**src/rtl/alsu_pkg.sv**
```systemverilog
// Shared definitions for the ALSU result serializer: frame geometry,
// transmitter state encoding and the parity helper.
package alsu_pkg;

    localparam int FRAME_BITS = 10;
    localparam int DATA_BITS  = 6;

    typedef enum logic [2:0] {
        ST_IDLE  = 3'd0,
        ST_START = 3'd1,
        ST_DATA  = 3'd2,
        ST_ERR   = 3'd3,
        ST_PAR   = 3'd4,
        ST_STOP  = 3'd5
    } tx_state_t;

    // Parity over {err, res}; odd=1 selects odd overall parity.
    function automatic logic parity_bit(input logic [DATA_BITS:0] word, input logic odd);
        return (^word) ^ odd;
    endfunction

endpackage

```
**src/rtl/alsu_result_fifo.sv**
```systemverilog
// Small synchronous FIFO for {err, res} words; pointers carry a wrap bit so
// full and empty are distinguished without an occupancy counter.
module alsu_result_fifo #(
    parameter int DEPTH = 4,
    parameter int WIDTH = 7
) (
    input  logic             clk,
    input  logic             rst,
    input  logic             push,
    input  logic             pop,
    input  logic [WIDTH-1:0] wdata,
    output logic [WIDTH-1:0] rdata,
    output logic             full,
    output logic             empty
);

    localparam int AW = $clog2(DEPTH);

    logic [WIDTH-1:0] mem [DEPTH];
    logic [AW:0]      wr_ptr_reg;
    logic [AW:0]      rd_ptr_reg;
    logic             do_push;
    logic             do_pop;

    assign do_push = push && !full;
    assign do_pop  = pop && !empty;

    always_ff @(posedge clk) begin
        if (do_push) begin
            mem[wr_ptr_reg[AW-1:0]] <= wdata;
        end
    end

    always_ff @(posedge clk or negedge rst) begin
        if (!rst) begin
            wr_ptr_reg <= '0;
            rd_ptr_reg <= '0;
        end else begin
            if (do_push) begin
                wr_ptr_reg <= wr_ptr_reg + 1'b1;
            end
            if (do_pop) begin
                rd_ptr_reg <= rd_ptr_reg + 1'b1;
            end
        end
    end

    // Head is read combinationally so the transmitter can load it on the pop edge.
    assign rdata = mem[rd_ptr_reg[AW-1:0]];
    assign empty = (wr_ptr_reg == rd_ptr_reg);
    assign full  = (wr_ptr_reg[AW] != rd_ptr_reg[AW]) &&
                   (wr_ptr_reg[AW-1:0] == rd_ptr_reg[AW-1:0]);

endmodule

```
**src/rtl/alsu_result_tx.sv**
```systemverilog
// Queues ALSU results and serializes each as a 10-bit UART-style frame
// (start, 6 data, err, parity, stop), sending frames back-to-back.
module alsu_result_tx
    import alsu_pkg::*;
#(
    parameter int    FIFO_DEPTH = 4,
    parameter int    BAUD_DIV   = 4,
    parameter string PARITY     = "EVEN"
) (
    input  logic       clk,
    input  logic       rst,
    input  logic [5:0] res_in,
    input  logic       err_in,
    input  logic       res_valid,
    input  logic       clr_ovf,
    output logic       tx,
    output logic       busy,
    output logic       full,
    output logic       ovf,
    output logic [7:0] frames_sent
);

    localparam logic            ODD_PARITY = (PARITY == "ODD");
    localparam int              BW         = (BAUD_DIV > 1) ? $clog2(BAUD_DIV) : 1;
    localparam logic [BW-1:0]   BAUD_LAST  = BW'(BAUD_DIV - 1);
    localparam logic [2:0]      DATA_LAST  = 3'(DATA_BITS - 1);

    tx_state_t        state_reg, state_next;
    logic [BW-1:0]    baud_cnt_reg, baud_cnt_next;
    logic [2:0]       bit_idx_reg, bit_idx_next;
    logic [DATA_BITS:0] shift_reg, shift_next;
    logic             par_reg, par_next;
    logic             tx_reg, tx_next;
    logic             ovf_reg, ovf_next;
    logic [7:0]       frames_sent_reg, frames_sent_next;

    logic             fifo_full;
    logic             fifo_empty;
    logic [DATA_BITS:0] fifo_rdata;
    logic             fifo_push;
    logic             load;
    logic             bit_end;

    assign fifo_push = res_valid && !fifo_full;
    assign bit_end   = (baud_cnt_reg == BAUD_LAST);
    // A new frame starts from IDLE or directly at the end of STOP, so frames stay contiguous.
    assign load      = !fifo_empty &&
                       ((state_reg == ST_IDLE) || ((state_reg == ST_STOP) && bit_end));

    alsu_result_fifo #(
        .DEPTH (FIFO_DEPTH),
        .WIDTH (DATA_BITS + 1)
    ) u_fifo (
        .clk   (clk),
        .rst   (rst),
        .push  (fifo_push),
        .pop   (load),
        .wdata ({err_in, res_in}),
        .rdata (fifo_rdata),
        .full  (fifo_full),
        .empty (fifo_empty)
    );

    always_comb begin
        state_next       = state_reg;
        baud_cnt_next    = baud_cnt_reg;
        bit_idx_next     = bit_idx_reg;
        shift_next       = shift_reg;
        par_next         = par_reg;
        tx_next          = tx_reg;
        frames_sent_next = frames_sent_reg;

        if (state_reg != ST_IDLE) begin
            baud_cnt_next = bit_end ? '0 : baud_cnt_reg + 1'b1;
        end

        case (state_reg)
            ST_IDLE: state_next = ST_IDLE;
            ST_START: begin
                if (bit_end) begin
                    state_next   = ST_DATA;
                    bit_idx_next = '0;
                    tx_next      = shift_reg[0];
                end
            end
            ST_DATA: begin
                // Shifting right leaves err in bit 1 after the last data bit.
                if (bit_end) begin
                    shift_next = shift_reg >> 1;
                    tx_next    = shift_reg[1];
                    if (bit_idx_reg == DATA_LAST) begin
                        state_next = ST_ERR;
                    end else begin
                        bit_idx_next = bit_idx_reg + 1'b1;
                    end
                end
            end
            ST_ERR: begin
                if (bit_end) begin
                    state_next = ST_PAR;
                    tx_next    = par_reg;
                end
            end
            ST_PAR: begin
                if (bit_end) begin
                    state_next = ST_STOP;
                    tx_next    = 1'b1;
                end
            end
            ST_STOP: begin
                if (bit_end) begin
                    state_next       = ST_IDLE;
                    tx_next          = 1'b1;
                    frames_sent_next = frames_sent_reg + 1'b1;
                end
            end
            default: begin
                state_next = ST_IDLE;
                tx_next    = 1'b1;
            end
        endcase

        if (load) begin
            state_next    = ST_START;
            baud_cnt_next = '0;
            shift_next    = fifo_rdata;
            par_next      = parity_bit(fifo_rdata, ODD_PARITY);
            tx_next       = 1'b0;
        end
    end

    // Drop detection uses pre-edge fullness; a drop outranks a clear.
    always_comb begin
        ovf_next = ovf_reg;
        if (res_valid && fifo_full) begin
            ovf_next = 1'b1;
        end else if (clr_ovf) begin
            ovf_next = 1'b0;
        end
    end

    always_ff @(posedge clk or negedge rst) begin
        if (!rst) begin
            state_reg       <= ST_IDLE;
            baud_cnt_reg    <= '0;
            bit_idx_reg     <= '0;
            shift_reg       <= '0;
            par_reg         <= 1'b0;
            tx_reg          <= 1'b1;
            ovf_reg         <= 1'b0;
            frames_sent_reg <= '0;
        end else begin
            state_reg       <= state_next;
            baud_cnt_reg    <= baud_cnt_next;
            bit_idx_reg     <= bit_idx_next;
            shift_reg       <= shift_next;
            par_reg         <= par_next;
            tx_reg          <= tx_next;
            ovf_reg         <= ovf_next;
            frames_sent_reg <= frames_sent_next;
        end
    end

    assign tx          = tx_reg;
    assign busy        = (state_reg != ST_IDLE);
    assign full        = fifo_full;
    assign ovf         = ovf_reg;
    assign frames_sent = frames_sent_reg;

endmodule

```
**config.mk**
```make
export PLATFORM = sky130hd
export DESIGN_NAME = alsu_result_tx
export DESIGN_NICKNAME = d
export VERILOG_FILES = /design/src/rtl/alsu_pkg.sv /design/src/rtl/alsu_result_fifo.sv /design/src/rtl/alsu_result_tx.sv
export SDC_FILE = /design/constraint.sdc
export NUM_CORES = 1
export LEC_CHECK = 0
export CORE_UTILIZATION = 57
export DETAILED_ROUTE_END_ITERATION = 7
export HOLD_SLACK_MARGIN = 0.1
export PLACE_DENSITY = 0.79
export SLEW_MARGIN = 0
export SYNTH_ARGS = -nofsm -noshare
export SYNTH_HDL_FRONTEND = slang
export SYNTH_SLANG_ARGS = --single-unit
```
**constraint.sdc**
```tcl
create_clock -name clk -period 2.8 [get_ports clk]
set_clock_uncertainty 0.05 [all_clocks]
set_input_delay 0.7 -clock clk [delete_from_list [all_inputs] [get_ports clk]]
set_output_delay 0.7 -clock clk [all_outputs]
set_load 0.02 [all_outputs]
```
Word-level counts from Yosys, hierarchy flattened:

Memory sizes are Yosys's and may differ from the RTL's.
Cells that the tools add are included.

* memories: 1
* output and inout port bits: 12
* memory bits (writable): 28
* bits in registers: 32
* input bits: 11
* logic and storage cells: 88

Memory list
* u_fifo.mem: depth 4, bits a word 7, rd ports 1, clocked after memory_dff 0, write ports 1, RTL line alsu_result_fifo.sv:19 `logic [WIDTH-1:0] mem [DEPTH];`

* muxes and demuxes: 27
* reduce and logical (&&, ||, !) cells: 24
* $add $sub $neg: 5
* eq/ne operators: 21

Operators with widths (count)
* two-way mux 3 bit: 9
* two-way mux 7 bit: 3
* inequality test 3 x 2 -> 1 bit (second input constant): 6
* one-hot mux 3 bit (5 select lines): 1
* nonzero test 2 bit: 5
* adder 3 x 1 -> 3 bit (second input constant): 3
* == test 3 bit (second input constant): 3
* two-way mux 1 bit: 9
* adder 8 x 1 -> 8 bit (second input constant): 1
* logical AND 1 bit: 7
* parity 7 bit: 1
* == test 3 x 2 -> 1 bit (second input constant): 2
* two-way mux 2 bit: 3
* inequality test 2 bit (second input constant): 3
* one-hot mux 3 bit (2 select lines): 1
* AND reduction 6 bit: 1
* one-hot mux 1 bit (5 select lines): 1
* AND reduction 5 bit: 1
* AND reduction 2 bit: 2
* AND reduction 4 bit: 1
* == test 3 x 1 -> 1 bit (second input constant): 1
* == test 3 bit: 1
* zero test 3 bit: 1
* inequality test 3 x 1 -> 1 bit (second input constant): 1
* 9 further kinds: 10

Longest topological paths before layout:

* depth in word-level cells: 7
* gate-level depth with buffers: 7
* gate-level depth less buffers: 6

Cells and area by module:

A second synthesis with hierarchy kept.

* cells, all modules: 221
* area, all modules: 2979.1 sq um

By module, submodules not included
* alsu_result_fifo: instances 1, cells each 88, area an instance 1537.7 sq um, sequential area each 991.0 sq um
* alsu_result_tx: instances 1, cells each 133, area an instance 1441.4 sq um, sequential area each 651.9 sq um

Worst setup path after synthesis:

No wires, ideal clock.

* kind: flip-flop to output port
* start point: reg u_fifo.rd_ptr_reg[1]
* end point: out full
* path slack: 754 ps
* data required time: 2050 ps
* stages on the path, launching flop included: 5
* path buffers: 1
* data arrival time: 1296 ps
* path through: dfrtp_1 buf_2 xnor2_1 nand2_1 nor2_1

* word-level cells in the longest chain between the ends: 2

Ends and longest elaborated chain
* start, declared: RTL line alsu_result_fifo.sv:21 `logic [AW:0] rd_ptr_reg;`
* start signal, assigned: RTL line alsu_result_fifo.sv:43 `rd_ptr_reg <= rd_ptr_reg + 1'b1;`
* == test 2 bit: RTL line alsu_result_fifo.sv:52 `(wr_ptr_reg[AW-1:0] == rd_ptr_reg[AW-1:0]);`
* logical AND 1 bit: RTL line alsu_result_fifo.sv:51 `assign full = (wr_ptr_reg[AW] != rd_ptr_reg[AW]) &&`
* end, declared: RTL line alsu_result_tx.sv:18 `output logic full,`

No other way between the ends.

Worst setup path in the final report:

* start point: reg state_reg[1]
* end point: out busy

* word-level cells in the longest chain between the ends: 1

Ends and longest elaborated chain
* start, declared: RTL line alsu_result_tx.sv:28 `tx_state_t state_reg, state_next;`
* start signal, assigned: RTL line alsu_result_tx.sv:153 `state_reg <= state_next;`
* nonzero test 3 bit: RTL line alsu_result_tx.sv:165 `assign busy = (state_reg != ST_IDLE);`
* end, declared: RTL line alsu_result_tx.sv:17 `output logic busy,`

No other way between the ends.

==> results.md <==
* Sequential Power Share at 36.7%
* Worst Path Buf+Inv at 1
* Power Dens Cells at 1160 nW/µm²
* Top Ports at 23
* Routed wire length per instance at 15.2 µm
* Chip width at 71.8 µm
* Gr usage total at 22.1%
* 1st-pass router iterations at 4
* Tightest Hold Check Type: flop to flop
* Congestion Overflow GR at 0
* Slowest CP cell: clkdlybuf4s50_1
* Starting density of the core at 58.9%
* Period utilization at 95.4%
* Syn. warnings at 0
* Worst-path cell chain: or3_1 -> clkdlybuf4s50_1
* Top cells by area, synth: edfxtp_1, dfrtp_1, mux4_2, xnor2_1, ha_1
* CTS tree: done
* Port bufs at 22
* Htree depth at 3
* CTS root buf: clkbuf_8
* Fraction of synthesis flops using an asynchronous set or reset pin at 53.3%
* FF+latch area at 1640 µm²
* Routability Congestion at 0.776
* Ant. Diodes at 0
* Area Growth Syn to Fin at 20.1%
* Post-synth top area share at 30.2%
* Syn_nets at 225
* Crit path kind: flop to output pin
* Final Non-Filler Cells at 309
* Iter 0 DRT Violations at 160
* TritonCTS buffer count at 9
* Max reg flops at 28
* Max Freq at 0.374 GHz
* Core Area at 4720 µm²
* Most frequent cells after synthesis: dfrtp_1, edfxtp_1, nand2_1
* Status: finished clean
* Setup violators final at 0
* Cell Area, Synth at 2780 µm²
* CP max stage delay at 0.57 ns
* FP Rows at 25
* Fin nets at 257
* Worst-path clk slew at 0.07 ns
* First-pass GRT wire length at 8240 µm
* Flops & latches, synth at 60
* Drt total wl at 4700 µm
* Post-Route Setup TNS at 0 ns
* HPWL after detailed placement at 3280 µm
* Antenna Violating Nets Remaining at 0
* Leakage at 1.31 nW
* Initial antenna violation count at 0
* Clk sinks at 60
* Peak VDD IR at 0.000752 V
* Post-Synthesis Cells at 205
* Crit Path Max Fanout at 14
* Die Span Y at 71.8 µm
* Number of global-route vias before repair at 1,735
* Yosys top cell by area: edfxtp_1
* Tmin final at 2.67 ns
* Most common cell in the netlist: dfrtp_1
* Max Slew Vio Count at 0
* Comb pwr share at 39.0%
* DR vias at 1,688
* Cell variety after synth at 43
* CTS Buffer Depth at 2
* Switching portion of total power at 33.1%
* Via density at 5.46
* Worst Max-Slew Pin Slew at 0.611 ns
* Pin count of the biggest net entering global routing at 33
* Max Cap Viol at 0
* EDFF count, synth at 28
* Relative slew slack at 59.3%
* Worst EP required at 2.05 ns
* Mapped Avg Cell Area at 13.6 µm²
* # DRC at 0
* Clk pwr share at 24.3%
* Register area share after synthesis at 59.1%
* Most used DFF post-synth: dfrtp_1
* Fillers at 324
* CP delay by family, top: buffers and inverters
* Worst hold slack at 0.424 ns
* Int Power at 0.00258 W
* Clock latency on the worst-skew pair at 0.34 ns
* Worst Path Arrival at 1.92 ns
* RSZ-0062 raised after global routing: false
* Worst Setup Start Kind: flop
* Die Area at 5160 µm²
* P_sw at 0.00128 W
* CP Capture Type: output pin
* Placed cell count at 293
* Layout cells sized above 1 at 16.5%
* Footprint of the multi-input gates at 1060 µm²
* Final hold vios at 0
[per-stage QoR]
stage | setup WS, ns | utilization [%] | cell area [µm²] | total power (W)
2_1_floorplan | 0.754 | - | 2780 | 0.00251
3_3_place_gp | 0.520 | 65.6 | 3100 | 0.00288
3_5_place_dp | 0.467 | 65.6 | 3100 | 0.00294
4_1_cts | 0.0937 | 70.7 | 3340 | 0.00388
5_1_grt | 0.0303 | 70.7 | 3340 | 0.00409
6_report | 0.128 | 70.7 | 3340 | 0.00386
[cells in the final DEF (no fill, tap or decap), drive strengths merged, types with 7 or more instances in the layout]
master,synthesis,routed
dfrtp,31,31
edfxtp,28,28
clkdlybuf4s50,0,22
nand2,20,20
xnor2,14,14
o21ai,11,11
inv,9,9
nor2,9,9
ha,9,9
clkbuf,5,9
mux2i,8,8
buf,4,8
mux4,7,7
[metal layers]
layer  routed length, µm  part of all wire [%]  vias to the layer above  track usage (%)
met5                   0                     0                        -                0
met4                  42                  0.89                        0             8.71
met3                 238                   5.1                        4             9.00
met2                2300                    49                       47             32.8
met1                2120                    45                      830             29.4
li1                    -                     -                      807                -
[tightest hold or removal path: cells and delay by family, from the launching register on]
| family | cells | cell delay, ns |
|---|---|---|
| flip-flops | 1 | 0.37 |
| buffers and inverters | 1 | 0.04 |
| multiplexers | 1 | 0.06 |
[logic make-up after synthesis]
| group | count (synthesis) | share of synthesized area (%) |
|---|---|---|
| adder cells (fa/ha/maj) | 9 | 4.05 |
| AND/OR/NAND/NOR | 51 | 9.14 |
| flip-flops | 60 | 59.1 |
| AO/OA/AOI/OAI | 28 | 7.02 |
| buffers and inverters | 18 | 2.84 |
| XOR/XNOR | 20 | 7.56 |
| multiplexers | 19 | 10.3 |
[worst paths after layout]
| kind | startpoint | cells past startpoint | endpoint | slack, ns |
|---|---|---|---|---|
| max | state_reg[1] | 2 | busy | 0.13 |
| min | tx | 2 | tx | 0.42 |
| max reg2reg | baud_cnt_reg[0] | 4 | u_fifo.rd_ptr_reg[1] | 0.61 |
| min reg2reg | tx | 2 | tx | 0.42 |
| max in group asynchronous | rst | 2 | tx | 1.67 |
| min in group asynchronous | rst | 2 | baud_cnt_reg[0] | 0.70 |
[area by class of cell]
class                      count  share of cell area, %
timing repair buffer          30                   8.39
clock buffer                   9                   3.71
clock inverter                 7                   3.45
tap                           67                   2.51
inverter                       9                   1.01
multi-input combinational    127                   31.7
sequential                    60                   49.2
[power groups by stage]
stage / registers [W] / logic, W / clock network (W)
6_report: 0.00141 / 0.00151 / 0.000938
5_1_grt: 0.00145 / 0.00166 / 0.000985
4_1_cts: 0.00141 / 0.00152 / 0.000946
3_5_place_dp: 0.00143 / 0.00151 / 0
3_3_place_gp: 0.00142 / 0.00147 / 0
2_1_floorplan: 0.00137 / 0.00114 / 0
[repair_timing]
action                     in CTS  in global routing
setup endpoints to repair       0                  1
buffers inserted                0                  0
hold buffers                    0                  0
gates resized for setup         0                  1
No activity file was read; power rests on OpenSTA's default activity.
